File: config.mk
export PLATFORM = sky130hd
export DESIGN_NAME = bullet_controller
export DESIGN_NICKNAME = d
export VERILOG_FILES = /design/src/rtl/bullet_controller.sv
export SDC_FILE = /design/constraint.sdc
export NUM_CORES = 2
export LEC_CHECK = 0
export CAP_MARGIN = 5
export CORE_AREA = 2 2 314 316
export DETAILED_ROUTE_END_ITERATION = 8
export DIE_AREA = 0 0 316 318
export GPL_TIMING_DRIVEN = 0
export SLEW_MARGIN = 20
export SYNTH_ARGS = -nofsm -noshare
export SYNTH_HDL_FRONTEND = slang
export SYNTH_SLANG_ARGS = --single-unit
File: constraint.sdc
create_clock -name clock -period 4.31 [get_ports clock]
set_clock_uncertainty 0.1 [all_clocks]
set_input_delay 0.431 -clock clock [delete_from_list [all_inputs] [get_ports clock]]
set_output_delay 0.431 -clock clock [all_outputs]
set_load 0.05 [all_outputs]
File: src/rtl/bullet_controller.sv
// bullet_controller: owns the ship's bullet pool.
// Spawns a bullet at the ship's nose on a fire-button edge. Each movement tick
// starts a one-slot-per-cycle sweep that moves live bullets up and retires any
// bullet that would cross the top edge. Slot layout on o_bullets:
// [31] active, [30:23] zero, [22:11] x, [10:0] y.
module bullet_controller #(
  parameter int NUM_SLOTS = 24,
  parameter int SIZE      = 64,
  parameter int SPEED     = 4,
  parameter int COOLDOWN  = 8
) (
  input  logic                      clock,
  input  logic                      reset,
  input  logic                      i_tick,
  input  logic                      i_fire_btn,
  input  logic [11:0]               i_ship_col,
  input  logic [10:0]               i_ship_row,
  output logic [NUM_SLOTS*32-1:0]   o_bullets,
  output logic [4:0]                o_active_count,
  output logic                      o_fire_ack,
  output logic                      o_fire_drop,
  output logic                      o_busy
);

  localparam int IDX_W = $clog2(NUM_SLOTS);
  localparam int CD_W  = $clog2(COOLDOWN + 1);
  localparam int SEL_W = IDX_W + 5;

  localparam logic [IDX_W-1:0] LAST_IDX   = IDX_W'(NUM_SLOTS - 1);
  localparam logic [11:0]      SPAWN_OFS  = 12'(SIZE / 2);
  localparam logic [10:0]      STEP_Y     = 11'(SPEED);
  localparam logic [CD_W-1:0]  CD_RELOAD  = CD_W'(COOLDOWN);

  typedef enum logic [0:0] {
    S_IDLE = 1'b0,
    S_SCAN = 1'b1
  } state_t;

  // Registered state and outputs
  state_t                    r_state;
  logic [NUM_SLOTS*32-1:0]   r_bullets;
  logic [4:0]                r_active_count;
  logic                      r_fire_ack;
  logic                      r_fire_drop;
  logic                      r_busy;
  logic [IDX_W-1:0]          r_idx;
  logic [CD_W-1:0]           r_cooldown;
  logic                      r_pending;
  logic                      r_fire_prev;

  // Combinational helpers
  logic                      w_fire_edge;
  logic                      w_fire_req;
  logic                      w_free_found;
  logic [IDX_W-1:0]          w_free_idx;
  logic [SEL_W-1:0]          w_scan_sel;
  logic [SEL_W-1:0]          w_spawn_sel;
  logic                      w_cur_active;
  logic [10:0]               w_cur_y;
  logic [11:0]               w_spawn_x;
  logic                      w_can_spawn;

  // A request is a fresh rising edge of the button or one queued earlier.
  assign w_fire_edge  = i_fire_btn & ~r_fire_prev;
  assign w_fire_req   = w_fire_edge | r_pending;

  // Bit offsets of the slot under the sweep and of the slot a spawn would fill.
  assign w_scan_sel   = {r_idx, 5'b00000};
  assign w_spawn_sel  = {w_free_idx, 5'b00000};
  assign w_cur_active = r_bullets[w_scan_sel + SEL_W'(31)];
  assign w_cur_y      = r_bullets[w_scan_sel +: 11];

  // Nose of the ship; wraps naturally in 12 bits.
  assign w_spawn_x    = i_ship_col + SPAWN_OFS;
  assign w_can_spawn  = (r_cooldown == {CD_W{1'b0}}) & w_free_found;

  // Priority encoder: lowest-numbered inactive slot wins.
  always_comb begin
    w_free_found = 1'b0;
    w_free_idx   = {IDX_W{1'b0}};
    for (int i = NUM_SLOTS - 1; i >= 0; i--) begin
      w_free_found = w_free_found | ~r_bullets[32*i + 31];
      w_free_idx   = r_bullets[32*i + 31] ? w_free_idx : IDX_W'(i);
    end
  end

  // Pool FSM: spawn in IDLE, sweep one slot per cycle in SCAN.
  always_ff @(posedge clock) begin
    if (reset) begin
      r_state        <= S_IDLE;
      r_bullets      <= {(NUM_SLOTS*32){1'b0}};
      r_active_count <= 5'd0;
      r_fire_ack     <= 1'b0;
      r_fire_drop    <= 1'b0;
      r_busy         <= 1'b0;
      r_idx          <= {IDX_W{1'b0}};
      r_cooldown     <= {CD_W{1'b0}};
      r_pending      <= 1'b0;
      r_fire_prev    <= 1'b0;
    end else begin
      r_fire_prev <= i_fire_btn;
      r_fire_ack  <= 1'b0;
      r_fire_drop <= 1'b0;

      case (r_state)
        S_IDLE: begin
          if (i_tick) begin
            // Tick wins over fire; a same-cycle edge is queued for later.
            r_state <= S_SCAN;
            r_idx   <= {IDX_W{1'b0}};
            r_busy  <= 1'b1;
            if (r_cooldown != {CD_W{1'b0}}) begin
              r_cooldown <= r_cooldown - CD_W'(1);
            end
            if (w_fire_edge) begin
              r_pending <= 1'b1;
            end
          end else if (w_fire_req) begin
            r_pending <= 1'b0;
            if (w_can_spawn) begin
              r_bullets[w_spawn_sel +: 32] <= {1'b1, 8'h00, w_spawn_x, i_ship_row};
              r_active_count               <= r_active_count + 5'd1;
              r_cooldown                   <= CD_RELOAD;
              r_fire_ack                   <= 1'b1;
            end else begin
              r_fire_drop <= 1'b1;
            end
          end
        end

        S_SCAN: begin
          // Only one request can be queued; extra edges are absorbed here.
          if (w_fire_edge) begin
            r_pending <= 1'b1;
          end
          if (w_cur_active) begin
            if (w_cur_y < STEP_Y) begin
              r_bullets[w_scan_sel +: 32] <= 32'h0000_0000;
              r_active_count              <= r_active_count - 5'd1;
            end else begin
              r_bullets[w_scan_sel +: 11] <= w_cur_y - STEP_Y;
            end
          end
          if (r_idx == LAST_IDX) begin
            r_state <= S_IDLE;
            r_busy  <= 1'b0;
          end else begin
            r_idx <= r_idx + IDX_W'(1);
          end
        end

        default: begin
          r_state <= S_IDLE;
          r_busy  <= 1'b0;
        end
      endcase
    end
  end

  assign o_bullets      = r_bullets;
  assign o_active_count = r_active_count;
  assign o_fire_ack     = r_fire_ack;
  assign o_fire_drop    = r_fire_drop;
  assign o_busy         = r_busy;

endmodule

==> run summary <==
LOGIC SYNTHESIS
------------------------------------------------------------------------------------
Share of flip-flops with an asynchronous set or reset after synthesis .           0%
Post-synthesis cell count .............................................        3,418
Warning count from the yosys run ......................................            0
Synthesized area per cell .............................................     8.68 µm²
Count of unique library cells instantiated by Yosys ...................           87
Most common cell in the netlist .......................................      dfxtp_1
Area fraction of the dominant cell type after synthesis ...............        40.2%
Top cells by count, synth ............................................. dfxtp_1 (596), nand2_1 (274), clkbuf_1 (249)
Sequential element share of the synthesized area ......................        40.2%
Post-synthesis register bit count .....................................          596
Biggest area consumer among synthesized cells .........................      dfxtp_1
Cell types with the largest area share after synthesis ................ dfxtp_1 (40%), a221oi_1 (7.0%), buf_4 (5.2%), o21ai_0 (3.7%), a22o_1 (3.7%)
Count of flip-flops with a built-in enable after synthesis ............            0
Main flop type after synthesis ........................................      dfxtp_1
Post-Synthesis Cell Area ..............................................   29,700 µm²

PWR
------------------------------------------------------------------------------------
Sequential share of power .............................................        33.9%
Internal power consumption ............................................      10.3 mW
Sw Pwr ................................................................      6.35 mW
Clock share of power ..................................................        38.2%
Switching share of total power ........................................        38.1%
Cell leakage power ....................................................      15.2 nW
VDD IR-drop max .......................................................     0.372 mV
Power Dens Cells ......................................................   387 nW/µm²
Share of power burned in combinational logic ..........................        27.8%

STA
------------------------------------------------------------------------------------
Clock period minus final worst setup slack ............................      4450 ps
WHS ...................................................................       357 ps
Final worst path period share .........................................         103%
Final setup violating endpoints .......................................           45
Transition at the pin with the smallest max-transition slack ..........      1260 ps
Post-Route Setup TNS ..................................................      -847 ps
Least setup slack across all paths after layout .......................      -138 ps
Number of endpoints with negative hold slack in the final report ......            0
Max-slew headroom .....................................................        15.9%
Unrepaired setup endpoints after global routing .......................         true
Pins over their slew limit ............................................            0
Top achievable clock speed ............................................      225 MHz

GLOBAL ROUTE
------------------------------------------------------------------------------------
Aggregate global-route resource usage .................................        36.1%
First-pass GRT wire length ............................................       256 mm
Largest net degree at the start of global routing .....................           14
Via count of the first global-routing pass ............................       31,200
Antenna violations before repair ......................................            9
Overflow left after global routing ....................................            0

STATUS
------------------------------------------------------------------------------------
Violations in the final reports ....................................... negative setup slack
Run status ............................................................ complete, but fails checks

FLOORPLAN
------------------------------------------------------------------------------------
DIE WIDTH .............................................................       316 µm
Number of primary I/O pins ............................................          803
Effective utilization at floorplan ....................................        30.5%
Overall die height ....................................................       318 µm
Placeable core region .................................................   97,400 µm²
Total Die Area ........................................................  100,000 µm²
Standard-cell rows ....................................................          115

SETUP PATH
------------------------------------------------------------------------------------
Critical-path maximum fanout ..........................................           10
Startpoint class of the critical path .................................     register
Category of the worst setup path capture point ........................     register
Required time reported for the critical path endpoint .................      4790 ps
Category of the critical setup timing path ............................   reg -> reg
Data arrival time of the critical path ................................      4930 ps

DETAILED ROUTING
------------------------------------------------------------------------------------
Per-cell routed wire length ...........................................      33.5 µm
Router iterations before antenna repair ...............................            9
Remaining antenna violation count after routing .......................            0
Number of remaining DRC errors ........................................            0
Via count .............................................................       34,700
Drt initial violations ................................................        5,295
Average vias per placed instance ......................................         6.08
Post-detailed-routing wire length .....................................       191 mm

CLOCK NETWORK
------------------------------------------------------------------------------------
Clock sink total ......................................................          596
Clock Root Buffer .....................................................    clkbuf_16
Clock transition at path regs .........................................        60 ps
Bufs on Longest Clock Path ............................................            3
Number of CTS-inserted buffers ........................................           72
Clock tree from TritonCTS .............................................        built
Deepest level of the CTS H-tree .......................................            3
Worst-skew pair later-pin latency .....................................       660 ps
Hold bufs inserted after CTS ..........................................            0

PLACE
------------------------------------------------------------------------------------
Final weighted congestion in routability-driven placement .............         1.09
Final HPWL DP .........................................................       147 mm
Port Buffer Count .....................................................          609

CELLS AND AREA
------------------------------------------------------------------------------------
Fraction of the core area covered by cells at the end of the flow .....        44.2%
Filler Cells Inserted .................................................        9,609
Area of the multi-input gates .........................................   16,200 µm²
NumNets Final .........................................................        4,400
Proportion of layout cells with a drive suffix above 1 ................        19.6%
Area taken by flip-flops and latches ..................................   12,000 µm²
Area added between synthesis and finish ...............................        45.0%

MIN PATH
------------------------------------------------------------------------------------
Worst hold path class .................................................   reg -> reg

JOB
------------------------------------------------------------------------------------
Total of max-cap violations ...........................................            0

## kinds of logic after synthesis
| logic type | synth area share (%) |
|---|---|
| adder cells (fa/ha/maj) | 0.573 |
| buffers and inverters | 11.8 |
| flip-flops | 40.2 |
| multiplexers | 6.07 |
| other | 0.0126 |
| AO/OA/AOI/OAI | 26.9 |
| XOR/XNOR | 0.708 |
| AND/OR/NAND/NOR | 13.7 |
## power by group through the flow
stage / sequential [mW] / combinational, mW / clock (mW)
finish: 5.66 / 4.64 / 6.37
global route: 5.66 / 4.59 / 6.59
CTS: 5.65 / 4.17 / 6.35
detailed placement: 5.77 / 3.73 / 0
global placement: 5.77 / 3.72 / 0
floorplan: 5.90 / 1.99 / 0
## state kept, by name, indices dropped and copies added, names as in the netlist
register        cells
r_idx               5
r_cooldown          4
o_fire_drop         1
o_fire_ack          1
o_bullets         576
r_fire_prev         1
o_busy              1
r_state             1
r_pending           1
o_active_count      5
## worst paths after layout
check	from	slack, ps	cells past startpoint	to
worst max-delay path	r_idx[2]$_SDFFE_PP0P_	-140	12	o_bullets[39]$_SDFFE_PP0P_
worst min register to register	o_bullets[307]$_SDFFE_PP0P_	360	2	o_bullets[307]$_SDFFE_PP0P_
worst max register to register	r_idx[2]$_SDFFE_PP0P_	-140	12	o_bullets[39]$_SDFFE_PP0P_
worst min-delay path	o_bullets[307]$_SDFFE_PP0P_	360	2	o_bullets[307]$_SDFFE_PP0P_
## what timing repair did
item                       CTS  global route
resized for setup          326           207
pin swaps                   26            26
setup buffers               43            34
hold endpoints to repair     0             0
setup endpoints to repair  581           554
cloned                       0             1
## cells in the final DEF (no fill, tap or decap), types with 30 or more instances in the layout
cell	count
mux4_2	47
nor3_1	56
clkbuf_16	73
buf_2	30
a22oi_1	53
a211oi_1	98
nand4_1	31
a22o_1	124
inv_1	149
buf_4	303
mux2i_1	54
o32ai_1	35
clkbuf_2	61
nand3_1	120
conb_1	192
nor2_1	213
clkbuf_1	143
a221oi_1	209
nand2_1	271
o21ai_0	215
a21oi_1	116
o22ai_1	33
clkdlybuf4s50_1	609
dfxtp_1	570
## final cells by class
cell class | instances | area share (%)
clock buffer | 104 | 4.89
antenna | 2 | 0.0116
sequential | 596 | 27.8
tap | 1287 | 3.74
buffer | 521 | 7.96
inverter | 154 | 1.37
timing repair buffer | 690 | 15.8
multi-input combinational | 2325 | 37.6
clock inverter | 27 | 0.753
## metrics by stage
stage / instances / area [µm²] / total power, mW / setup WS [ps]
final: 5706 / 43000 / 16.7 / -138
after global routing: 5704 / 43000 / 16.8 / -76.6
after CTS: 5672 / 42200 / 16.2 / -22.7
after detailed placement: 5507 / 38200 / 9.51 / -2550
after global placement: 5505 / 38100 / 9.49 / -2660
after floorplan: 3609 / 30400 / 7.89 / 6.53
## worst max-delay path, stage by stage (launching register included)
cell and delay [ps]:
dfxtp_1 400, buf_4 260, buf_4 270, buf_4 370, mux2i_1 230, a2111oi_2 560, o22ai_2 260, and4_1 300
buf_6 160, buf_6 180, a211oi_2 830, a221oi_1 280, nor2_1 170
## per-layer routing
| layer | share of wire, % | global-route usage, % | vias up |
|---|---|---|---|
| met2 | 43 | 53.2 | 2773 |
| met3 | 13 | 12.1 | 657 |
| met1 | 38 | 45.8 | 17000 |
| met4 | 6.8 | 20.7 | 6 |
| met5 | 0.024 | 0 | - |
| li1 | - | - | 14200 |
(Power assumes the default switching activity.)
